## src/rtl/uart_ctrl_pkg.sv

```systemverilog
// Shared types and default parameters for the UART transmit scheduler.
// Imported by the round-robin picker and the scheduler top.
package uart_ctrl_pkg;

    localparam int unsigned NUM_REQ_DEF        = 4;
    localparam int unsigned DATA_BITS_DEF      = 8;
    localparam int unsigned TIMEOUT_CYCLES_DEF = 1_000_000;

    typedef enum logic [1:0] {
        IDLE      = 2'd0,
        GRANT     = 2'd1,
        START     = 2'd2,
        WAIT_DONE = 2'd3
    } sched_state_t;

    // Index following idx in a ring of n entries.
    function automatic int unsigned wrap_next(input int unsigned idx, input int unsigned n);
        return (idx + 1 >= n) ? 0 : idx + 1;
    endfunction

endpackage

```

## src/rtl/uart_rr_pick.sv

```systemverilog
// Combinational round-robin picker: first set req bit scanning upward
// from ptr with wrap-around; one-hot winner plus valid.
module uart_rr_pick
    import uart_ctrl_pkg::*;
#(
    parameter int unsigned NUM_REQ = NUM_REQ_DEF,
    parameter int unsigned PTR_W   = (NUM_REQ > 1) ? $clog2(NUM_REQ) : 1
) (
    input  logic [NUM_REQ-1:0] req,
    input  logic [PTR_W-1:0]   ptr,
    output logic [NUM_REQ-1:0] winner,
    output logic               valid
);

    always_comb begin
        int unsigned idx;
        logic [PTR_W-1:0] sel;
        winner = '0;
        valid  = 1'b0;
        idx    = 0;
        sel    = '0;
        for (int unsigned i = 0; i < NUM_REQ; i++) begin
            idx = 32'(ptr) + i;
            if (idx >= NUM_REQ) begin
                idx = idx - NUM_REQ;
            end
            sel = idx[PTR_W-1:0];
            if (!valid && req[sel]) begin
                winner[sel] = 1'b1;
                valid       = 1'b1;
            end
        end
    end

endmodule

```

## src/rtl/uart_tx_scheduler.sv

```systemverilog
// Shares one uart_tx between NUM_REQ requesters: round-robin grant, one
// character in flight, and a watchdog that aborts a transfer lacking tx_done.
module uart_tx_scheduler
    import uart_ctrl_pkg::*;
#(
    parameter int unsigned NUM_REQ        = NUM_REQ_DEF,
    parameter int unsigned DATA_BITS      = DATA_BITS_DEF,
    parameter int unsigned TIMEOUT_CYCLES = TIMEOUT_CYCLES_DEF
) (
    input  logic                           clk,
    input  logic                           rst,
    input  logic [NUM_REQ-1:0]             req,
    input  logic [NUM_REQ*DATA_BITS-1:0]   req_data,
    output logic [NUM_REQ-1:0]             grant,
    output logic [NUM_REQ-1:0]             done,
    output logic                           tx_start,
    output logic [DATA_BITS-1:0]           tx_data,
    input  logic                           tx_done,
    input  logic                           tx_busy,
    output logic                           busy,
    output logic                           timeout_err
);

    localparam int unsigned PTR_W = (NUM_REQ > 1) ? $clog2(NUM_REQ) : 1;
    localparam int unsigned CNT_W = $clog2(TIMEOUT_CYCLES + 1);
    localparam logic [CNT_W-1:0] CNT_MAX  = CNT_W'(TIMEOUT_CYCLES);
    localparam logic [CNT_W-1:0] CNT_LAST = CNT_W'(TIMEOUT_CYCLES - 1);

    sched_state_t             state_q, state_d;
    logic [PTR_W-1:0]         ptr_q, ptr_d;
    logic [PTR_W-1:0]         owner_q, owner_d;
    logic [CNT_W-1:0]         cnt_q, cnt_d;
    logic [NUM_REQ-1:0]       grant_q, grant_d;
    logic [NUM_REQ-1:0]       done_q, done_d;
    logic                     tx_start_q, tx_start_d;
    logic [DATA_BITS-1:0]     tx_data_q, tx_data_d;
    logic                     busy_q, busy_d;
    logic                     timeout_q, timeout_d;

    logic [NUM_REQ-1:0]       pick_winner;
    logic                     pick_valid;
    logic [PTR_W-1:0]         win_idx;
    logic [DATA_BITS-1:0]     data_arr [NUM_REQ];
    logic                     in_wait;
    logic                     wd_live;

    for (genvar g = 0; g < NUM_REQ; g++) begin : g_unpack
        assign data_arr[g] = req_data[g*DATA_BITS +: DATA_BITS];
    end

    uart_rr_pick #(
        .NUM_REQ (NUM_REQ),
        .PTR_W   (PTR_W)
    ) u_pick (
        .req    (req),
        .ptr    (ptr_q),
        .winner (pick_winner),
        .valid  (pick_valid)
    );

    always_comb begin
        win_idx = '0;
        for (int unsigned i = 0; i < NUM_REQ; i++) begin
            if (pick_winner[i]) begin
                win_idx = PTR_W'(i);
            end
        end
    end

    // Watchdog has not yet fired for the current transfer.
    assign in_wait = (state_q == WAIT_DONE);
    assign wd_live = (cnt_q != CNT_MAX);

    // State register and all datapath/output flops.
    always_ff @(posedge clk) begin
        if (rst) begin
            state_q    <= IDLE;
            ptr_q      <= '0;
            owner_q    <= '0;
            cnt_q      <= '0;
            grant_q    <= '0;
            done_q     <= '0;
            tx_start_q <= 1'b0;
            tx_data_q  <= '0;
            busy_q     <= 1'b0;
            timeout_q  <= 1'b0;
        end else begin
            state_q    <= state_d;
            ptr_q      <= ptr_d;
            owner_q    <= owner_d;
            cnt_q      <= cnt_d;
            grant_q    <= grant_d;
            done_q     <= done_d;
            tx_start_q <= tx_start_d;
            tx_data_q  <= tx_data_d;
            busy_q     <= busy_d;
            timeout_q  <= timeout_d;
        end
    end

    // Next-state logic. A watchdog abort pulses while still in WAIT_DONE,
    // so the exit happens one cycle after the pulse.
    always_comb begin
        state_d = state_q;
        case (state_q)
            IDLE:      if (pick_valid) state_d = GRANT;
            GRANT:     state_d = START;
            START:     if (tx_start_q) state_d = WAIT_DONE;
            WAIT_DONE: if (!wd_live || tx_done) state_d = IDLE;
            default:   state_d = IDLE;
        endcase
    end

    // Registered outputs, capture and bookkeeping.
    always_comb begin
        grant_d    = '0;
        done_d     = '0;
        tx_start_d = 1'b0;
        timeout_d  = 1'b0;
        tx_data_d  = tx_data_q;
        owner_d    = owner_q;
        ptr_d      = ptr_q;
        cnt_d      = '0;
        busy_d     = (state_d != IDLE);

        case (state_q)
            IDLE: begin
                if (pick_valid) begin
                    grant_d   = pick_winner;
                    tx_data_d = data_arr[win_idx];
                    owner_d   = win_idx;
                end
            end
            GRANT: begin
                tx_start_d = !tx_busy;
            end
            START: begin
                if (!tx_start_q) begin
                    tx_start_d = !tx_busy;
                end
            end
            WAIT_DONE: begin
                cnt_d = wd_live ? cnt_q + CNT_W'(1) : cnt_q;
            end
            default: begin
            end
        endcase

        if (in_wait && wd_live && (tx_done || cnt_q == CNT_LAST)) begin
            done_d[owner_q] = 1'b1;
            timeout_d       = !tx_done;
            ptr_d           = PTR_W'(wrap_next(32'(owner_q), NUM_REQ));
        end
    end

    assign grant       = grant_q;
    assign done        = done_q;
    assign tx_start    = tx_start_q;
    assign tx_data     = tx_data_q;
    assign busy        = busy_q;
    assign timeout_err = timeout_q;

endmodule

```

## config.mk

```make
export PLATFORM = sky130hd
export DESIGN_NAME = uart_tx_scheduler
export DESIGN_NICKNAME = d
export VERILOG_FILES = /design/src/rtl/uart_ctrl_pkg.sv /design/src/rtl/uart_rr_pick.sv /design/src/rtl/uart_tx_scheduler.sv
export SDC_FILE = /design/constraint.sdc
export NUM_CORES = 1
export LEC_CHECK = 0
export CORE_ASPECT_RATIO = 0.6
export CORE_MARGIN = 4
export CORE_UTILIZATION = 25
export DETAILED_ROUTE_END_ITERATION = 16
export MAX_ROUTING_LAYER = met4
export SLEW_MARGIN = 30
export SYNTH_ARGS = -nofsm -noshare
export SYNTH_HDL_FRONTEND = slang
export SYNTH_SLANG_ARGS = --single-unit
```

## constraint.sdc

```tcl
create_clock -name clk -period 6.1 [get_ports clk]
set_input_delay 0.61 -clock clk [delete_from_list [all_inputs] [get_ports clk]]
set_output_delay 0.61 -clock clk [all_outputs]
set_load 0.05 [all_outputs]
```

Word-level counts from Yosys, hierarchy flattened
Cells that the tools add are included.
W data, S select, Z words.
{"block": "totals", "register_bits": 45, "in_bits": 40, "out_inout_bits": 19, "word_cells": 115}
{"block": "op_classes", "add_sub_neg": 9, "order_cmp": 16, "n_eq_ne": 5, "mux": 43, "bitwise_logic": 8, "reduce_logical": 24}
{"op": "$add A20 B1 Y20 const B", "count": 1}
{"op": "$eq A20 B20 Y1 const B", "count": 1}
{"op": "$mux W2", "count": 10}
{"op": "$ne A20 B20 Y1 const B", "count": 1}
{"op": "$bmux W8 S2", "count": 1}
{"op": "$mux W4", "count": 4}
{"op": "$mux W8", "count": 2}
{"op": "$ge A3 B3 Y1 const B", "count": 5}
{"op": "$lt A2 B3 Y1 const B", "count": 5}
{"op": "$mux W1", "count": 15}
{"op": "$or A4 B4 Y4", "count": 3}
{"op": "$demux W1 S2", "count": 5}
{"op": "$ge A2 B1 Y1 const B", "count": 5}
{"op": "$logic_and A1 B1 Y1", "count": 10}
{"op": "$bmux W1 S2", "count": 4}
{"op": "$pmux W2 S4", "count": 1}
{"op": "$sub A2 B1 Y2 const B", "count": 4}
{"op": "$add A2 B1 Y3 const B", "count": 2}
{"op": "$add A2 B2 Y3 const B", "count": 2}
{"op": "$logic_not A1 Y1", "count": 6}
{"op": "$eq A2 B2 Y1 const B", "count": 2}
{"op": "$not A1 Y1", "count": 4}
{"op": "$reduce_or A2 Y1", "count": 2}
{"op": "$ge A2 B3 Y1 const B", "count": 1}
{"op": "other kinds (8)", "count": 9}

Logic depth before layout (Yosys ltp)
{"block": "depth", "word_depth": 21, "ltp_mapped": 11, "depth_no_buf": 8}

Hierarchy
A second synthesis with hierarchy kept.
{"block": "hier_totals", "cells_unflattened": 310, "area_unflattened_um2": 2722.6}
{"module": "uart_tx_scheduler", "instances": 1, "cells_each": 248, "area_per_inst_um2": 2214.6, "seq_area_each_um2": 900.9}
{"module": "uart_rr_pick", "instances": 1, "cells_each": 62, "area_per_inst_um2": 508.0, "seq_area_each_um2": 0.0}

Worst setup path before layout
No wires, ideal clock.
{"block": "synth_timing", "kind": "register to register", "start": "register ptr_q[0]", "end": "register tx_data_q[7] (netlist: tx_data[7])", "arrival_time_ps": 2779, "t_required_ps": 6012, "slack_ps": 3233, "path_stages_with_launch": 12, "n_path_buf": 3, "period_less_slack_ps": 2867, "cell_sequence": "dfxtp_1 > buf_6 > inv_1 > ha_1 > buf_6 > mux4_2 > nand3b_1 > o31ai_1 > or4_1 > buf_6 > o21bai_1 > o32ai_2"}
{"block": "synth_via", "elab_chain_len": 21, "elab_cells_between_ends": 68, "classes_between": "add/sub: 7; order compare: 12; mux: 34; bitwise: 4; reduce/logical: 11"}
{"element": "from (decl)", "line_no": "uart_tx_scheduler.sv:30", "rtl": "logic [PTR_W-1:0] ptr_q, ptr_d;"}
{"element": "from (signal assigned)", "line_no": "uart_tx_scheduler.sv:89", "rtl": "ptr_q <= ptr_d;"}
{"element": "parallel branches: the longest is 21 deep, another holds $add A2 B1 Y3"}
{"element": "to (signal assigned)", "line_no": "uart_tx_scheduler.sv:95", "rtl": "tx_data_q <= tx_data_d;"}
{"element": "to (decl)", "line_no": "uart_tx_scheduler.sv:36", "rtl": "logic [DATA_BITS-1:0] tx_data_q, tx_data_d;"}
Parallel ways; which one is timed is not known. The select of a mux whose other input is x is not followed.
A chain may end at the register's enable or synchronous reset.

Final worst setup path
{"block": "layout_timing", "start": "register ptr_q[0]", "end": "register tx_data_q[3] (netlist: tx_data[3])"}
The elaborated chain is that of the path after synthesis.

==> results_dict.tcl <==
set metrics [dict create \
    utilization 0.333 \
    placedInstanceArea_um2 3430 \
    drtIter0Drc 136 \
    ys.flop_type "dfxtp_1" \
    postCtsSetupRepairBufs 0 \
    holdWs_ps 521 \
    numPortBuffers 58 \
    n_fill_cell 1087 \
    grt_max_degree 23 \
    grt_use_total 0.120 \
    min_period_over_period 0.601 \
    synth-seq-cells 45 \
    cp_slowest_cell "nor2_1" \
    fin_tns_setup_ps 0 \
    layout.area.seq_um2 901 \
    clk_path_buf_depth 2 \
    cp.required_ps 6290 \
    drc_errors 0 \
    p_leak_nw 1.17 \
    crit_arrival_ps 3860 \
    placed_cells 488 \
    cts_max_level 2 \
    ir_drop_uv 117 \
    netlist_instances 309 \
    r2r_slack_ps 2440 \
    crit_type "flip-flop to flip-flop" \
    numCtsBuffers 5 \
    worst_pin_slew_ps 954 \
    worstPathMaxFanout 17 \
    power_frac_clock 0.352 \
    pin_count 59 \
    cts.sinks 45 \
    ys_warn_count 0 \
    antenna_found_initial 0 \
    p_sw_mw 0.238 \
    wl_per_cell_um 14.9 \
    fmax_mhz 273 \
    avgViaCountPerCell 4.86 \
    fin_crit_ps 3660 \
    ys_top_cells_by_area "dfxtp_1 32%, ha_1 7.6%, nor3_1 5.0%" \
    finalNonFillerCells 496 \
    multi_input_area_um2 1710 \
    final_layout_size_suffix_gt1_frac 0.0952 \
    worstSkewPairLatency_ps 290 \
    core_um2 10700 \
    fp.dieH_um 89.7 \
    slowest_delay_ps 650 \
    hpwl_um 5610 \
    place_congestion 0.834 \
    p_int_mw 0.541 \
    synth_top_cell_by_area "dfxtp_1" \
    outcome "completed" \
    ant_nets 0 \
    maxSlewHeadroom 0.362 \
    syn-num-nets 366 \
    nNetsFinal 413 \
    rows 29 \
    synth_seq_area_share 0.324 \
    synthDistinctLibCells 52 \
    hold_viol 0 \
    stdcell_area_um2 3570 \
    grt_pass1_vias 2318 \
    initial_core_util 0.260 \
    post_cts_resized 0 \
    finalPower_mw 0.779 \
    hold_buffers 0 \
    routed_wl_um 7380 \
    drv_cap 0 \
    grt-ovfl-total 0 \
    skew_ps 7.15 \
    crit_chain "inv_1 > ha_1 > mux4_2 > a221oi_2 > o41ai_4 > nor2_1 > o22ai_1 > o32ai_2" \
    pwr-share-comb 0.236 \
    end_kind "flip-flop" \
    via_count 2412 \
    synth-edff-count 0 \
    synth.avg_cell_area_um2 9.01 \
    power_per_cell_area_nw_per_um2 218 \
    async_flop_share 0 \
    pre_cts_ws_ps 2460 \
    die_w_um 144 \
    syn_area_um2 2780 \
    clock-root-buffer "clkbuf_16" \
    cts.clk_slew.worst_paths_ps 70 \
    grt_pass1_wl_um 11900 \
    layout_setup_ws_ps 2440 \
    synth_top_area_share 0.324 \
    slew_violations 0 \
    power.share.switching 0.306 \
    hold_class "flip-flop to flip-flop" \
    cts_tree "yes" \
    finalSetupViolCount 0 \
    critPathLaunchType "flip-flop" \
    n_antenna_cell 0 \
    p_seq_frac 0.412 \
    die_area_um2 12900 \
    area_delta_synth_final_pct 28.2 \
    drt-pass1-iter-count 4 \
    rsz0062_at_grt "no" \
]
## flip-flops by register name (all words and copies together) (netlist names)
| register | flops |
|---|---|
| cnt_q | 20 |
| ptr_q | 2 |
| tx_start | 1 |
| state_q | 2 |
| grant | 4 |
| done | 4 |
| owner_q | 2 |
| tx_data | 8 |
| timeout_err | 1 |
| busy | 1 |
## cells by family (layout without fill, tap and decap cells)
family | Yosys count | count (layout) | share of synthesized area
DFF | 45 | 45 | 0.324
and+or+nand+nor | 128 | 128 | 0.241
AOI/OAI and AO/OA | 53 | 53 | 0.169
muxes | 18 | 18 | 0.0827
xor gates and xnor gates | 15 | 15 | 0.0472
buffers and inverters | 33 | 81 | 0.0607
adders and majority gates | 17 | 17 | 0.0764
## worst max-delay path, delay by kind of cell, from the launching register on
kind,cells,cell delay (ps)
AOI/OAI and AO/OA,4,960
DFF,1,620
muxes,1,630
adders and majority gates,1,490
and+or+nand+nor,1,650
buffers and inverters,1,190
## layout make-up
type / instances / share of cell area
Clock buffer: 6 / 0.0361
Multi-Input combinational cell: 231 / 0.480
Sequential cell: 45 / 0.252
Inverter: 15 / 0.0158
Tap cell: 139 / 0.0487
Timing Repair Buffer: 58 / 0.163
Clock inverter: 2 / 0.00421
## final timing paths
check	from	end	cells past startpoint
worst min-delay path	cnt_q[18]$_SDFFE_PP0N_	cnt_q[18]$_SDFFE_PP0N_	2
worst min register to register	cnt_q[18]$_SDFFE_PP0N_	cnt_q[18]$_SDFFE_PP0N_	2
worst max-delay path	ptr_q[0]$_SDFFE_PP0P_	tx_data[3]$_SDFFE_PP0P_	8
worst max register to register	ptr_q[0]$_SDFFE_PP0P_	tx_data[3]$_SDFFE_PP0P_	8
## cells in the final DEF, fill, tap and decap left out, types with 6 or more instances in the layout
master           count
a31oi_1              9
mux2_2              10
xnor2_1              7
a21oi_1              6
clkdlybuf4s50_1     58
dfxtp_1             45
ha_1                17
nand2_1             13
xor2_1               8
nor3_1              28
nor2_1              31
o22ai_1              7
inv_1               14
and2_1              15
nand3_1              9
o32ai_2              8
## Yosys cell counts, drive strengths merged (5+ instances only)
| library cell | number |
|---|---|
| mux2i | 5 |
| xnor2 | 7 |
| inv | 15 |
| ha | 17 |
| nor3 | 28 |
| buf | 13 |
| a21oi | 6 |
| nand2 | 13 |
| o32ai | 8 |
| a31oi | 9 |
| o21ai | 6 |
| and2 | 15 |
| clkbuf | 5 |
| nor2 | 31 |
| o22ai | 7 |
| nand3 | 9 |
| dfxtp | 45 |
| xor2 | 8 |
| mux2 | 10 |
## layer usage
metal | up-vias | routed length, µm | GRT usage | part of all wire
met5 | - | 0 | - | 0
met4 | 0 | 127 | 0.0411 | 0.017
met3 | 10 | 566 | 0.0371 | 0.077
met2 | 86 | 2620 | 0.138 | 0.36
met1 | 1103 | 4060 | 0.190 | 0.55
li1 | 1213 | - | - | -
## power by group through the flow
stage	logic, mW	clock network, mW	registers (mW)
after floorplan	0.0858	0	0.360
after global placement	0.181	0	0.327
after detailed placement	0.184	0	0.326
after CTS	0.185	0.278	0.320
after global routing	0.198	0.289	0.322
final	0.184	0.274	0.321
(Power assumes the default switching activity.)
